<file path="src/rtl/pulse_generator.sv">
// Turns two active-low push buttons into one-cycle up/down command pulses with
// keyboard-style auto-repeat, input synchronisation and simultaneous-press lockout.
module pulse_generator #(
    parameter int unsigned ClockPeriod_ns     = 20,
    parameter int unsigned PauseInterval_ns   = 25_000,
    parameter int unsigned RepeatsInterval_ns = 15_000
) (
    input  logic Clock,
    input  logic Reset,
    input  logic iUp,
    input  logic iDown,
    output logic oUp,
    output logic oDown
);

    localparam int unsigned PauseCycles  = PauseInterval_ns / ClockPeriod_ns;
    localparam int unsigned RepeatCycles = RepeatsInterval_ns / ClockPeriod_ns;
    localparam int unsigned MaxCycles    = (PauseCycles > RepeatCycles) ? PauseCycles
                                                                        : RepeatCycles;
    localparam int unsigned CntW         = $clog2(MaxCycles) + 1;

    if (PauseCycles < 2) begin : g_bad_pause
        $error("pulse_generator: PauseCycles must be at least 2");
    end
    if (RepeatCycles < 2) begin : g_bad_repeat
        $error("pulse_generator: RepeatCycles must be at least 2");
    end

    typedef enum logic [1:0] {StIdle, StPause, StRepeat, StLock} state_e;

    logic up_meta_q, up_sync_q, down_meta_q, down_sync_q;
    state_e state_q, state_d;
    logic [CntW-1:0] cnt_q, cnt_d;
    logic dir_up_q, dir_up_d;
    logic up_q, up_d, down_q, down_d;

    logic up_held, down_held, active_held, other_held;

    always_ff @(posedge Clock or posedge Reset) begin
        if (Reset) begin
            up_meta_q   <= 1'b1;
            up_sync_q   <= 1'b1;
            down_meta_q <= 1'b1;
            down_sync_q <= 1'b1;
        end else begin
            up_meta_q   <= iUp;
            up_sync_q   <= up_meta_q;
            down_meta_q <= iDown;
            down_sync_q <= down_meta_q;
        end
    end

    always_ff @(posedge Clock or posedge Reset) begin
        if (Reset) begin
            state_q  <= StIdle;
            cnt_q    <= '0;
            dir_up_q <= 1'b0;
            up_q     <= 1'b0;
            down_q   <= 1'b0;
        end else begin
            state_q  <= state_d;
            cnt_q    <= cnt_d;
            dir_up_q <= dir_up_d;
            up_q     <= up_d;
            down_q   <= down_d;
        end
    end

    assign up_held     = ~up_sync_q;
    assign down_held   = ~down_sync_q;
    assign active_held = dir_up_q ? up_held : down_held;
    assign other_held  = dir_up_q ? down_held : up_held;

    always_comb begin
        state_d  = state_q;
        cnt_d    = cnt_q;
        dir_up_d = dir_up_q;
        up_d     = 1'b0;
        down_d   = 1'b0;
        case (state_q)
            StIdle: begin
                if (up_held && down_held) begin
                    state_d = StLock;
                end else if (up_held || down_held) begin
                    dir_up_d = up_held;
                    up_d     = up_held;
                    down_d   = down_held;
                    cnt_d    = CntW'(PauseCycles);
                    state_d  = StPause;
                end
            end
            StPause, StRepeat: begin
                // A second button always wins over release so a chord never leaks a pulse.
                if (other_held) begin
                    state_d = StLock;
                end else if (!active_held) begin
                    state_d = StIdle;
                end else if (cnt_q == CntW'(1)) begin
                    up_d    = dir_up_q;
                    down_d  = ~dir_up_q;
                    cnt_d   = CntW'(RepeatCycles);
                    state_d = StRepeat;
                end else begin
                    cnt_d = cnt_q - CntW'(1);
                end
            end
            StLock: begin
                if (!up_held && !down_held) begin
                    state_d = StIdle;
                end
            end
            default: state_d = StIdle;
        endcase
    end

    assign oUp   = up_q;
    assign oDown = down_q;

endmodule

</file>
<file path="config.mk">
export PLATFORM = sky130hd
export DESIGN_NAME = pulse_generator
export DESIGN_NICKNAME = d
export VERILOG_FILES = /design/src/rtl/pulse_generator.sv
export SDC_FILE = /design/constraint.sdc
export NUM_CORES = 1
export LEC_CHECK = 0
export CAP_MARGIN = 20
export CORE_MARGIN = 2
export CORE_UTILIZATION = 53
export DETAILED_ROUTE_END_ITERATION = 8
export PLACE_DENSITY = 0.74
export RECOVER_POWER = 100
export SLEW_MARGIN = 5
export SYNTH_ARGS = -nofsm -noshare
export SYNTH_HDL_FRONTEND = slang
export SYNTH_SLANG_ARGS = --single-unit
</file>
<file path="constraint.sdc">
create_clock -name Clock -period 2 [get_ports Clock]
set_clock_uncertainty 0.05 [all_clocks]
set_input_delay 0.6 -clock Clock [delete_from_list [all_inputs] [get_ports Clock]]
set_output_delay 0.6 -clock Clock [all_outputs]
set_load 0.01 [all_outputs]
</file>
# ---- After elaboration in Yosys (flattened, before gate mapping)
# Cells that the tools add are included.
dict set report op_classes {
  n_addsub 1
  eq_ne 11
  mux 27
  n_bitwise 4
  reduce_logical 9
}
# operator count
set ops {}
lappend ops {{2-to-1 mux 12 bit} 5}
lappend ops {{one-hot mux 12 bit (2 select lines)} 1}
lappend ops {{equality test 12 x 1 -> 1 bit, second input constant} 1}
lappend ops {{2-to-1 mux 1 bit} 12}
lappend ops {{2-to-1 mux 2 bit} 6}
lappend ops {{subtractor 12 x 1 -> 12 bit, second input constant} 1}
lappend ops {{!= test 2 bit, second input constant} 5}
lappend ops {{one-hot mux 2 bit (3 select lines)} 1}
lappend ops {{AND reduction 3 bit} 2}
lappend ops {{AND reduction 5 bit} 1}
lappend ops {{equality test 2 bit, second input constant} 2}
lappend ops {{!= test 4 bit, second input constant} 1}
lappend ops {{inverter 1 bit} 4}
lappend ops {{one-hot mux 1 bit (2 select lines)} 2}
lappend ops {{!= test 3 bit, second input constant} 1}
lappend ops {{equality test 2 x 1 -> 1 bit, second input constant} 1}
lappend ops {{logical AND 1 bit} 2}
lappend ops {{zero test 2 bit} 1}
lappend ops {{nonzero test 2 bit} 1}
lappend ops {{OR reduction 2 bit} 1}
lappend ops {{logical OR 1 bit} 1}
dict set report totals {
  ff_bits 21
  inputBits 4
  out_inout_bits 2
  wordCells 61
}

# ---- Logic depth before layout (Yosys ltp)
dict set report logic_depth {
  ltp_word 5
  mapped_depth 8
  mapped_depth_nobuf 6
}

# ---- Least setup slack after synthesis
# Ideal clock, no wire load.
dict set report synth_path {
  path_kind {register to register}
  startpoint {register state_q[0]}
  endpoint {register cnt_q[8]}
  setup_ns 0.126
  arrival_time_ns 1.777
  required_ns 1.824
  path_slack_ns 0.047
  path_stages_with_launch 7
  n_path_buf 0
  synth_period_minus_slack_ns 1.953
  path_cell_list {dfrtp_1 -> inv_1 -> ha_1 -> inv_1 -> o311ai_4 -> nor3_2 -> a221o_1}
}
dict set report synth_via {
  elab_chain_len 4
  word_cells_on_any_way 11
  cone_classes {6 x eq/ne; 1 x mux; 4 x reduce/logical}
}
# element line_no
set synth_rtl {}
lappend synth_rtl {{start: declaration} 32} ;# state_e state_q, state_d;
lappend synth_rtl {{start signal: assignment} 55} ;# state_q <= StIdle;
lappend synth_rtl {{start signal: assignment} 61} ;# state_q <= state_d;
lappend synth_rtl {{equality test 2 x 1 -> 1 bit / equality test 2 bit (equally long branches)} 80} ;# case (state_q)
lappend synth_rtl {{OR reduction 2 bit} 80}
lappend synth_rtl {{!= test 2 bit (no line) / nonzero test 2 bit (equally long branches)} n/a}
lappend synth_rtl {{AND reduction 5 bit (no line)} n/a}
lappend synth_rtl {{end signal: assignment} 62} ;# cnt_q <= cnt_d;
lappend synth_rtl {{end: declaration} 33} ;# logic [CntW-1:0] cnt_q, cnt_d;
# Several ways; a longest one is shown, not always the timed one.
# A chain may end at the register's enable or synchronous reset.

# ---- Worst setup path in the final report
dict set report layout_path {
  startpoint {register up_sync_q}
  endpoint {register cnt_q[4]}
}
dict set report layout_via {
  elab_chain_len 4
  word_cells_on_any_way 10
  cone_classes {4 x eq/ne; 2 x mux; 1 x bitwise; 3 x reduce/logical}
}
# element line_no
set layout_rtl {}
lappend layout_rtl {{start: declaration} 31} ;# logic up_meta_q, up_sync_q, down_meta_q, down_sync_q;
lappend layout_rtl {{start signal: assignment} 47} ;# up_sync_q <= up_meta_q;
lappend layout_rtl {{inverter 1 bit *} 69} ;# assign up_held = ~up_sync_q;
lappend layout_rtl {{named net up_held} 37} ;# logic up_held, down_held, active_held, other_held;
lappend layout_rtl {{2-to-1 mux 1 bit (tied with other cells)} 72} ;# assign other_held = dir_up_q ? down_held : up_held;
lappend layout_rtl {{!= test 2 bit (no line)} n/a}
lappend layout_rtl {{AND reduction 5 bit (no line) *} n/a}
# Mark *: on every way through the listed nets, which the timed path passes. The rest lies on a longest branch.

==> flow_metrics.tcl <==
set metrics [dict create \
    status "finished clean" \
    drcViolationCount 0 \
    cts_tree "yes" \
    totalWireLength_um 2760 \
    gp_congestion 0.881 \
    row_count 17 \
    fp.dieW_um 53.6 \
    grt_usage 0.229 \
    cts_buffer_depth 2 \
    cts_made_buffers 3 \
    grt.overflow.total 0 \
    grt_max_degree 15 \
    p_leak_nw 0.643 \
    power_density_nw_per_um2 1500 \
    synthFlopType "dfrtp_1" \
    synthCells 123 \
    wl_per_cell_um 15.8 \
    layout_common_cells "16 x dfrtp_1, 12 x buf_4, 10 x inv_1, 10 x a21oi_1" \
    utilization 0.674 \
    clock-sinks 21 \
    yosys.area_share.simple 0.208 \
    crit_path_max_fanout 7 \
    synthesis.area_sq_um 1300 \
    start_util 0.572 \
    grt_pass1_wl_um 4570 \
    slew_headroom 0.491 \
    worstSetupPathType "register to register" \
    ir_worst_vdd_uv 1040 \
    nFillCells 173 \
    multiInputGateArea_sq_um 736 \
    diodes 0 \
    nNetsFinal 161 \
    ios 6 \
    syn_nets 137 \
    vias 1047 \
    hold_viol_final 0 \
    power_mw 2.30 \
    area_growth_pct 17.9 \
    hold_path.class "register to register" \
    switching_share 0.438 \
    muxShareOfSynthArea 0.00769 \
    die_h_um 53.6 \
    clock-root-buffer "clkbuf_4" \
    via_per_inst 6.02 \
    p_sw_mw 1.01 \
    maxSlewViolCount 0 \
    synth-async-reset-ratio 1.00 \
    power_frac_comb 0.619 \
    pwr-share-clk 0.092 \
    seqPwrFrac 0.290 \
    regArea_sq_um 532 \
    max_freq_ghz 0.509 \
    antenna_found_initial 0 \
    worst_ep_required_time_ns 2.16 \
    synth_xor_area_frac 0 \
    tightestPinTransition_ns 0.764 \
    synth_edf_count 0 \
    die_area_sq_um 2870 \
    synth_top_family_by_area "compound AO/OA/AOI/OAI gates" \
    core_sq_um 2280 \
    synth.avg_cell_area_sq_um 10.6 \
    firstDrtPassIters 4 \
    cap_violations 0 \
    first_iter_violations 31 \
    synth-seq-cells 21 \
    p_int_mw 1.29 \
    tns_ns 0 \
    yosys_warnings 0 \
    arrival_ns 2.13 \
    grt_pass1_vias 988 \
    clk_latency_ns 0.31 \
    finalCritPeriodShare 0.983 \
    h-tree-depth 1 \
    mostFrequentLayoutCell "dfrtp_1" \
    setup_viol 0 \
    ant_nets 0 \
    startpoint_type "register" \
    seq_area_frac_synth 0.408 \
    synthAdderAreaFrac 0.0962 \
    dp_hpwl_um 2070 \
    end_kind "register" \
    io_buffers 5 \
    fin_crit_ns 1.97 \
    synth-compound-area-share 0.240 \
    clk_pin_slew_ns 0.12 \
    hold_buffers 0 \
    drive_above_1_share 0.267 \
    ys_types 44 \
    grt_setup_unrepaired "yes" \
]
Yosys cell counts, drive strengths merged, types with 2 or more instances:
cell type | n | area (sq um)
or3 | 2 | 12.5
dfstp | 4 | 105
ha | 10 | 125
a31oi | 2 | 27.5
nor3b | 2 | 31.3
nand3 | 5 | 25.0
inv | 10 | 37.5
or2 | 2 | 12.5
a21oi | 11 | 55.1
nor2 | 6 | 22.5
nand2 | 9 | 33.8
o22ai | 2 | 12.5
nor4 | 3 | 48.8
o21ai | 6 | 30.0
a32oi | 2 | 17.5
nor3 | 3 | 20.0
dfrtp | 17 | 425
o22a | 5 | 43.8
per-layer routing:
layer  vias up  global-route usage  part of all wire
met5         -                   0                 0
met4         0               0.120             0.021
met3        10              0.0639             0.053
met2        39               0.348              0.47
met1       496               0.296              0.46
li1        502                   -                 -
worst paths after layout:
kind                             startpoint     endpoint  slack (ns)  depth (start not counted)
worst max-delay path              up_sync_q     cnt_q[4]        0.03                          7
worst min-delay path            down_meta_q  down_sync_q        0.31                          0
worst max register to register    up_sync_q     cnt_q[4]        0.03                          7
worst min register to register  down_meta_q  down_sync_q        0.31                          0
max in group asynchronous             Reset     cnt_q[0]        0.26                          3
min in group asynchronous             Reset     dir_up_q        0.62                          2
power by group through the flow:
| stage | Sequential (mW) | Clock [mW] | Combinational [mW] |
|---|---|---|---|
| floorplan | 0.656 | 0 | 0.901 |
| global placement | 0.658 | 0 | 1.23 |
| detailed placement | 0.672 | 0 | 1.27 |
| CTS | 0.664 | 0.215 | 1.27 |
| global route | 0.685 | 0.232 | 1.55 |
| finish | 0.666 | 0.211 | 1.42 |
cells by family (layout without fill, tap and decap cells):
logic type	count (synthesis)	after routing
fa+ha+maj	10	10
buf+inv	12	35
compound gates	39	39
mux	1	1
flops	21	21
simple gates	40	40
registers in the layout, indices dropped and copies added, names as in the netlist:
name,cells
state_q,2
oUp,1
cnt_q,12
down_sync_q,1
dir_up_q,1
up_sync_q,1
down_meta_q,1
up_meta_q,1
oDown,1
cell type report:
cell class                 count  area share
multi-input combinational     90       0.480
sequential                    21       0.347
timing repair buffer          21       0.109
tap                           28      0.0228
inverter                      10      0.0245
clock buffer                   4      0.0171
stage by stage:
step / hold slack [ns] / instance area (sq um) / std cells / setup slack [ns]
floorplan: 0.295 / 1300 / 123 / 0.0470
global placement: 0.296 / 1480 / 168 / -0.0190
detailed placement: 0.298 / 1480 / 168 / -0.0433
CTS: 0.315 / 1500 / 172 / 0.0113
global route: 0.317 / 1530 / 174 / -0.0377
finish: 0.313 / 1530 / 174 / 0.0343
worst max-delay path, stage by stage (launching register included):
cell and delay [ns]:
dfstp_1 0.57, inv_1 0.08, ha_1 0.22, o21ai_2 0.18, o311ai_4 0.19, clkbuf_4 0.18, a21o_1 0.16, a22o_2 0.25
timing repair:
item / 4_1_cts / 5_1_grt
setup endpoints to repair: 10 / 10
pin swaps: 0 / 2
gates resized for setup: 1 / 8
buffers inserted: 0 / 2
No activity file was read; power rests on OpenSTA's default activity.
